--- src/rtl/cog_ctrx.sv ---
// cog_ctrx: multi-channel cog counter block.
// Each channel has a CTR (mode/pin selects), FRQ and PHS register. The PHS
// accumulator carries an extra carry bit above WIDTH. Channels run NCO, duty,
// period-capture, one-shot and pin-triggered accumulate modes. The ALU writes
// the registers through sel/set* and reads PHS/CAP back. All channel pin
// drivers are OR-ed onto one shared pin bus.
module cog_ctrx #(
    parameter int CHANNELS = 2,
    parameter int WIDTH    = 32,
    parameter int PINS     = 32
) (
    input  logic                                            clk_cog,
    input  logic                                            rst,
    input  logic [((CHANNELS > 1) ? $clog2(CHANNELS) : 1)-1:0] sel,
    input  logic                                            setctr,
    input  logic                                            setfrq,
    input  logic                                            setphs,
    input  logic [31:0]                                     data,
    input  logic [PINS-1:0]                                 pin_in,
    output logic [CHANNELS*(WIDTH+1)-1:0]                   phs,
    output logic [CHANNELS*WIDTH-1:0]                       cap,
    output logic [CHANNELS-1:0]                             evt,
    output logic [PINS-1:0]                                 pin_out
);

    localparam int SW = (CHANNELS > 1) ? $clog2(CHANNELS) : 1;
    localparam int PB = $clog2(PINS);

    // Per-channel pin drive vectors, merged onto pin_out below.
    logic [PINS-1:0] drive [CHANNELS];

    genvar gi;
    generate
        for (gi = 0; gi < CHANNELS; gi++) begin : g_ch
            // Only the mode and pin-select fields of CTR affect anything, so
            // only those are kept.
            logic [4:0]       mode_reg;
            logic [PB-1:0]    apin_reg;
            logic [PB-1:0]    bpin_reg;
            logic [WIDTH-1:0] frq_reg;
            logic [WIDTH-1:0] cap_reg;
            logic [WIDTH-1:0] cap_next;
            logic [WIDTH:0]   phs_reg;
            logic [WIDTH:0]   phs_next;
            logic [WIDTH:0]   sum;
            logic [1:0]       dly_reg;
            logic [1:0]       dly_next;
            logic             evt_reg;
            logic             evt_next;
            logic             wr_hit;
            logic             trig;
            logic             outa;
            logic             outb;
            logic [3:0]       lut;
            logic [PINS-1:0]  drive_v;

            // An out-of-range sel matches no channel, so that write is dropped.
            assign wr_hit = (sel == SW'(gi));
            assign sum    = {1'b0, phs_reg[WIDTH-1:0]} + {1'b0, frq_reg};
            assign lut    = mode_reg[3:0];

            // Trigger decode for the pin-driven modes (8-31).
            always_comb begin
                trig = 1'b0;
                if (mode_reg[4]) begin
                    // Logic modes: mode[3:0] is a truth table indexed by {B, A}.
                    trig = lut[dly_reg];
                end else if (mode_reg[3]) begin
                    case (mode_reg[2:1])
                        2'b00:   trig = dly_reg[0];
                        2'b01:   trig = (dly_reg == 2'b01);
                        2'b10:   trig = !dly_reg[0];
                        default: trig = (dly_reg == 2'b10);
                    endcase
                end
            end

            // Next-state logic for the accumulator, capture, pin delay and event.
            always_comb begin
                phs_next = phs_reg;
                cap_next = cap_reg;
                evt_next = 1'b0;
                dly_next = dly_reg;
                if (mode_reg >= 5'd5) begin
                    dly_next = {mode_reg[4] ? pin_in[bpin_reg] : dly_reg[0], pin_in[apin_reg]};
                end
                if (mode_reg >= 5'd1 && mode_reg <= 5'd4) begin
                    phs_next = sum;
                    evt_next = sum[WIDTH];
                end else if (mode_reg == 5'd5) begin
                    if (dly_reg == 2'b01) begin
                        // Restart the count from zero so cap reads
                        // (period - 1) * frq at the next rising edge.
                        cap_next = phs_reg[WIDTH-1:0];
                        phs_next = '0;
                        evt_next = 1'b1;
                    end else begin
                        phs_next = sum;
                    end
                end else if (mode_reg == 5'd6) begin
                    phs_next[WIDTH] = 1'b0;
                    if (phs_reg[WIDTH-1:0] != '0) begin
                        if (phs_reg[WIDTH-1:0] > frq_reg) begin
                            phs_next[WIDTH-1:0] = phs_reg[WIDTH-1:0] - frq_reg;
                        end else begin
                            phs_next[WIDTH-1:0] = '0;
                            evt_next            = 1'b1;
                        end
                    end
                end else if (mode_reg >= 5'd8 && trig) begin
                    phs_next = sum;
                    evt_next = sum[WIDTH];
                end
                // A PHS write wins over any update, and the load itself is silent.
                if (setphs && wr_hit) begin
                    phs_next = {1'b0, data[WIDTH-1:0]};
                    evt_next = 1'b0;
                end
            end

            // Channel state registers. A CTR or FRQ write takes effect next cycle.
            always_ff @(posedge clk_cog) begin
                if (rst) begin
                    mode_reg <= '0;
                    apin_reg <= '0;
                    bpin_reg <= '0;
                    frq_reg  <= '0;
                    phs_reg  <= '0;
                    cap_reg  <= '0;
                    dly_reg  <= '0;
                    evt_reg  <= 1'b0;
                end else begin
                    phs_reg <= phs_next;
                    cap_reg <= cap_next;
                    dly_reg <= dly_next;
                    evt_reg <= evt_next;
                    if (setctr && wr_hit) begin
                        mode_reg <= data[30:26];
                        apin_reg <= data[PB-1:0];
                        bpin_reg <= data[9 +: PB];
                    end
                    if (setfrq && wr_hit) begin
                        frq_reg <= data[WIDTH-1:0];
                    end
                end
            end

            // Pin outputs from registered state only.
            always_comb begin
                outa = 1'b0;
                outb = 1'b0;
                case (mode_reg)
                    5'd1: outa = phs_reg[WIDTH-1];
                    5'd2: begin
                        outa = phs_reg[WIDTH-1];
                        outb = !phs_reg[WIDTH-1];
                    end
                    5'd3: outa = phs_reg[WIDTH];
                    5'd4: begin
                        outa = phs_reg[WIDTH];
                        outb = !phs_reg[WIDTH];
                    end
                    5'd6: outa = (phs_reg[WIDTH-1:0] != '0);
                    5'd9, 5'd11, 5'd13, 5'd15: outb = !dly_reg[0];
                    default: ;
                endcase
            end

            // Route outa to pin apin and outb to pin bpin.
            always_comb begin
                drive_v = '0;
                if (outa) drive_v[apin_reg] = 1'b1;
                if (outb) drive_v[bpin_reg] = 1'b1;
            end

            assign drive[gi]                        = drive_v;
            assign phs[gi*(WIDTH+1) +: (WIDTH+1)]   = phs_reg;
            assign cap[gi*WIDTH +: WIDTH]           = cap_reg;
            assign evt[gi]                          = evt_reg;
        end
    endgenerate

    // OR every channel's drive vector onto the shared pin bus.
    always_comb begin
        pin_out = '0;
        for (int i = 0; i < CHANNELS; i++) begin
            pin_out = pin_out | drive[i];
        end
    end

endmodule
--- config.mk ---
export PLATFORM = sky130hd
export DESIGN_NAME = cog_ctrx
export DESIGN_NICKNAME = d
export VERILOG_FILES = /design/src/rtl/cog_ctrx.sv
export SDC_FILE = /design/constraint.sdc
export NUM_CORES = 1
export LEC_CHECK = 0
export BUFFER_PORTS_ARGS = -buffer_cell sky130_fd_sc_hd__buf_4
export CORE_ASPECT_RATIO = 1.4
export CORE_UTILIZATION = 50
export CTS_CLUSTER_DIAMETER = 50
export DETAILED_ROUTE_END_ITERATION = 12
export PLACE_DENSITY = 0.75
export SLEW_MARGIN = 40
export SYNTH_ARGS = -nofsm -noshare
export SYNTH_HDL_FRONTEND = slang
export SYNTH_SLANG_ARGS = --single-unit
export TNS_END_PERCENT = 30
--- constraint.sdc ---
create_clock -name clk_cog -period 3.5 [get_ports clk_cog]
set_clock_uncertainty 0.15 [all_clocks]
set_input_delay 0.175 -clock clk_cog [delete_from_list [all_inputs] [get_ports clk_cog]]
set_output_delay 0.175 -clock clk_cog [all_outputs]
set_load 0.05 [all_outputs]
==> results.cfg <==
[power]
switching_share_pct = 40.34
irDropWorstVdd_v = 0.0004822
p_int_mw = 6.360
power_frac_seq_pct = 27.5
p_comb_share_pct = 42.6
clockPowerShare_pct = 29.9
p_leak_nw = 10.48
p_sw_mw = 4.301
p_per_area_nw_per_um2 = 429.1

[yosys]
ys_types = 100
synth-simple-area-share_pct = 25.42
synth_top_family_by_area = compound AO/OA/AOI/OAI gates
synth_xor_area_share_pct = 2.441
synth-main-ff-cell = dfxtp_1
synth_cells = 2701
synthMuxAreaShare_pct = 5.225
synthAdderAreaFrac_pct = 8.680
netlist.area_leader.share_pct = 23.77
ys.warnings.count = 0
synth_top_cells_by_area = dfxtp_1 24%, a21oi_1 9.0%, nand2_1 8.9%
synth_edf_count = 0
netlist_area_um2 = 19370
yosysTopAreaCell = dfxtp_1
ys_ff_latch = 230
synth_fp_nets = 2903
synth_compound_area_share_pct = 27.88
avgSynthCellArea_um2 = 7.173
yosysSeqAreaShare_pct = 23.77
async_flop_share_pct = 0

[clock_network]
clkTransAtPathRegs_ps = 60
h-tree-depth = 1
clock_path_buffers = 3
cts.sinks = 230
insertion_delay_ps = 600
clock-root-buffer = clkbuf_16
cts_buffers = 30
cts_setup_buffers = 0
cts_tree = done

[global_route]
grt_util_all_layers_pct = 41.62
grt_pass1_vias = 22791
gr-total-overflow = 0
antenna_found_initial = 0
grt_pass1_wl_mm = 127.9
grt_max_degree = 78

[floorplan]
die_h_um = 234.9
ios = 234
coreArea_um2 = 37840
rows = 84
die_w_um = 168.4
die_area_um2 = 39550
initial_utilization_pct = 51.20

[placement]
dpl_cell_area_um2 = 23130
dpl.hpwl_mm = 64.59
numPlacedInstances = 3500
place.gp.congestion = 0.9937
port_buffers = 233

[final_layout]
n_fill_cell = 3352
synthToLayoutAreaGrowth_pct = 28.24
largest_register_ffs = 66
design_area_um2 = 24840
layout.nets = 3301
diodes = 0
fin_cells = 3596
drive_gt1_share_pct = 22.29

[setup_path]
cp_data_arrival_time_ps = 3110
rr_endpoint = g_ch[0].phs_reg[31]
reg2reg_slack_ps = 90
path_class = reg -> out
worst-r2r-cell-count = 11
worstReg2RegStart = g_ch[0].frq_reg[10]
endpoint_kind = output port
slowest_stage = nor4_1
path_max_fanout = 5
cp.required_ps = 3170
path_common_cell = buf_4
slowest_delay_ps = 350
worstPathCellList = buf_4 > nor4_1 > nand4_1 > nor2_2 > o32ai_1 > buf_4 > nand3_1 > o22ai_1 > a221o_1 > buf_4
crit_start = g_ch[1].phs_reg[23]
startpoint_type = flip-flop

[sta]
drv_slew = 0
period_needed_ps = 3432
post-route-period-util_pct = 98.06
timing.fmax_mhz = 291.4
worstMarginPinSlew_ps = 825.2
hold_violations = 0
slew_headroom_pct = 44.99
setup_violations = 0

[min_path]
min_path_type = in -> reg
min_from = sel
holdPathStages = 4
hold_end = g_ch[0].frq_reg[3]

[drt]
drtIter0Drc = 2380
routed_wl_mm = 85.17
dr.pass1.iters = 6
routed_via_density = 6.452
ant_nets = 0
via_count = 23203
drcViolationCount = 0
wl_per_cell_um = 23.69

[flow_run]
maxCapViolations = 0

[outcome]
status = completed
-- worst max-delay path, delay by kind of cell, from the launching register on --
kind	cells	cell delay (ps)
simple gates	4	1080
buf+inv	3	560
compound gates	3	550
flops	1	310
-- repair_timing --
item | CTS | global route
pin swaps | 2 | 5
hold buffers | 39 | 1
hold endpoints to repair | 157 | 2
gates resized for setup | 15 | 52
setup endpoints to repair | 33 | 59
-- metal layers --
layer | GRT usage (%) | wire length, um
met4 | 35.34 | 8207
met5 | 0 | 0
met3 | 5.946 | 6102
met2 | 72.17 | 41330
met1 | 44.24 | 29530
-- cells in the mapped netlist, drive strengths merged (14+ instances only) --
cell    count
a221oi     28
clkbuf    148
inv       142
xnor2      50
dfxtp     230
nand2     458
and2       17
or3        18
buf        35
nor3       63
a21oi     350
o21a       16
o211ai     29
mux4       36
nor2b      44
nor4       32
o221ai     30
nand3b     14
ha        128
and3       36
nand4      25
a21o       26
o21ai     118
a31oi      30
a211oi     26
o22ai      16
o31ai      20
nand3      59
o21bai     18
nand2b     36
a22oi      27
nor2      212
-- cell families (layout without fill, tap and decap cells) --
kind of cell	count (synthesis)	after routing
xor gates and xnor gates	54	54
adders and majority gates	132	132
DFF	230	230
and+or+nand+nor	1059	1059
muxes	55	55
AOI/OAI and AO/OA	844	844
buffers and inverters	327	749
-- how the worst max path moves through the flow --
| stage | cells after the start | end | slack [ps] |
|---|---|---|---|
| 6_report | 10 | pin_out[31] | 70 |
| 5_1_grt | 11 | pin_out[7] | -2 |
| 4_1_cts | 12 | pin_out[5] | 20 |
| 3_5_place_dp | 11 | g_ch[0].phs_reg[25] | 10 |
| 3_3_place_gp | 12 | g_ch[1].phs_reg[16] | 80 |
| 2_1_floorplan | 8 | pin_out[28] | 60 |
-- power by group through the flow --
stage	registers, mW	logic, mW	clock network (mW)
after floorplan	3.26	2.29	0
after global placement	2.97	4.25	0
after detailed placement	2.98	4.28	0
after CTS	2.92	4.36	3.20
after global routing	2.95	4.80	3.33
final	2.93	4.54	3.19
-- metrics by stage --
stage	util [%]	total power, mW	setup WS, ps	hold slack [ps]	setup TNS [ps]
2_1_floorplan	-	5.549	58.63	161.0	0
3_3_place_gp	61.08	7.221	82.41	292.6	0
3_5_place_dp	61.12	7.262	12.53	298.1	0
4_1_cts	65.05	10.48	19.45	9.831	0
5_1_grt	65.66	11.08	-2.435	41.20	-3.162
6_report	65.66	10.66	67.80	27.39	0
-- placed cells by master (no fill, tap or decap), types with 15 or more instances in the layout --
master / n
or3_1: 18
nand2b_1: 35
dfxtp_1: 225
nor3_1: 61
dlygate4sd3_1: 40
o211ai_1: 29
o22ai_1: 16
o21a_1: 16
o21bai_1: 18
nand2_1: 456
a31oi_1: 29
a221oi_1: 23
ha_1: 124
mux4_2: 36
o31ai_1: 17
o221ai_1: 30
and3_1: 35
o21ai_0: 100
nor2_1: 209
inv_1: 142
a22oi_1: 27
nand3_1: 58
a21oi_1: 346
nor4_1: 26
a211oi_1: 22
and2_1: 15
nor2b_1: 38
nand4_1: 24
a21o_1: 26
xnor2_1: 50
clkbuf_16: 30
buf_4: 502
-- layout make-up --
type | instances | area [um^2] | share of cell area, %
Timing Repair Buffer | 549 | 4278 | 17.22
Multi-Input combinational cell | 2144 | 13780 | 55.48
Clock inverter | 15 | 176.4 | 0.7101
Sequential cell | 230 | 4611 | 18.56
Tap cell | 473 | 591.8 | 2.382
Inverter | 144 | 540.5 | 2.176
Clock buffer | 41 | 862.1 | 3.470
Power figures use the tool's default switching activity.
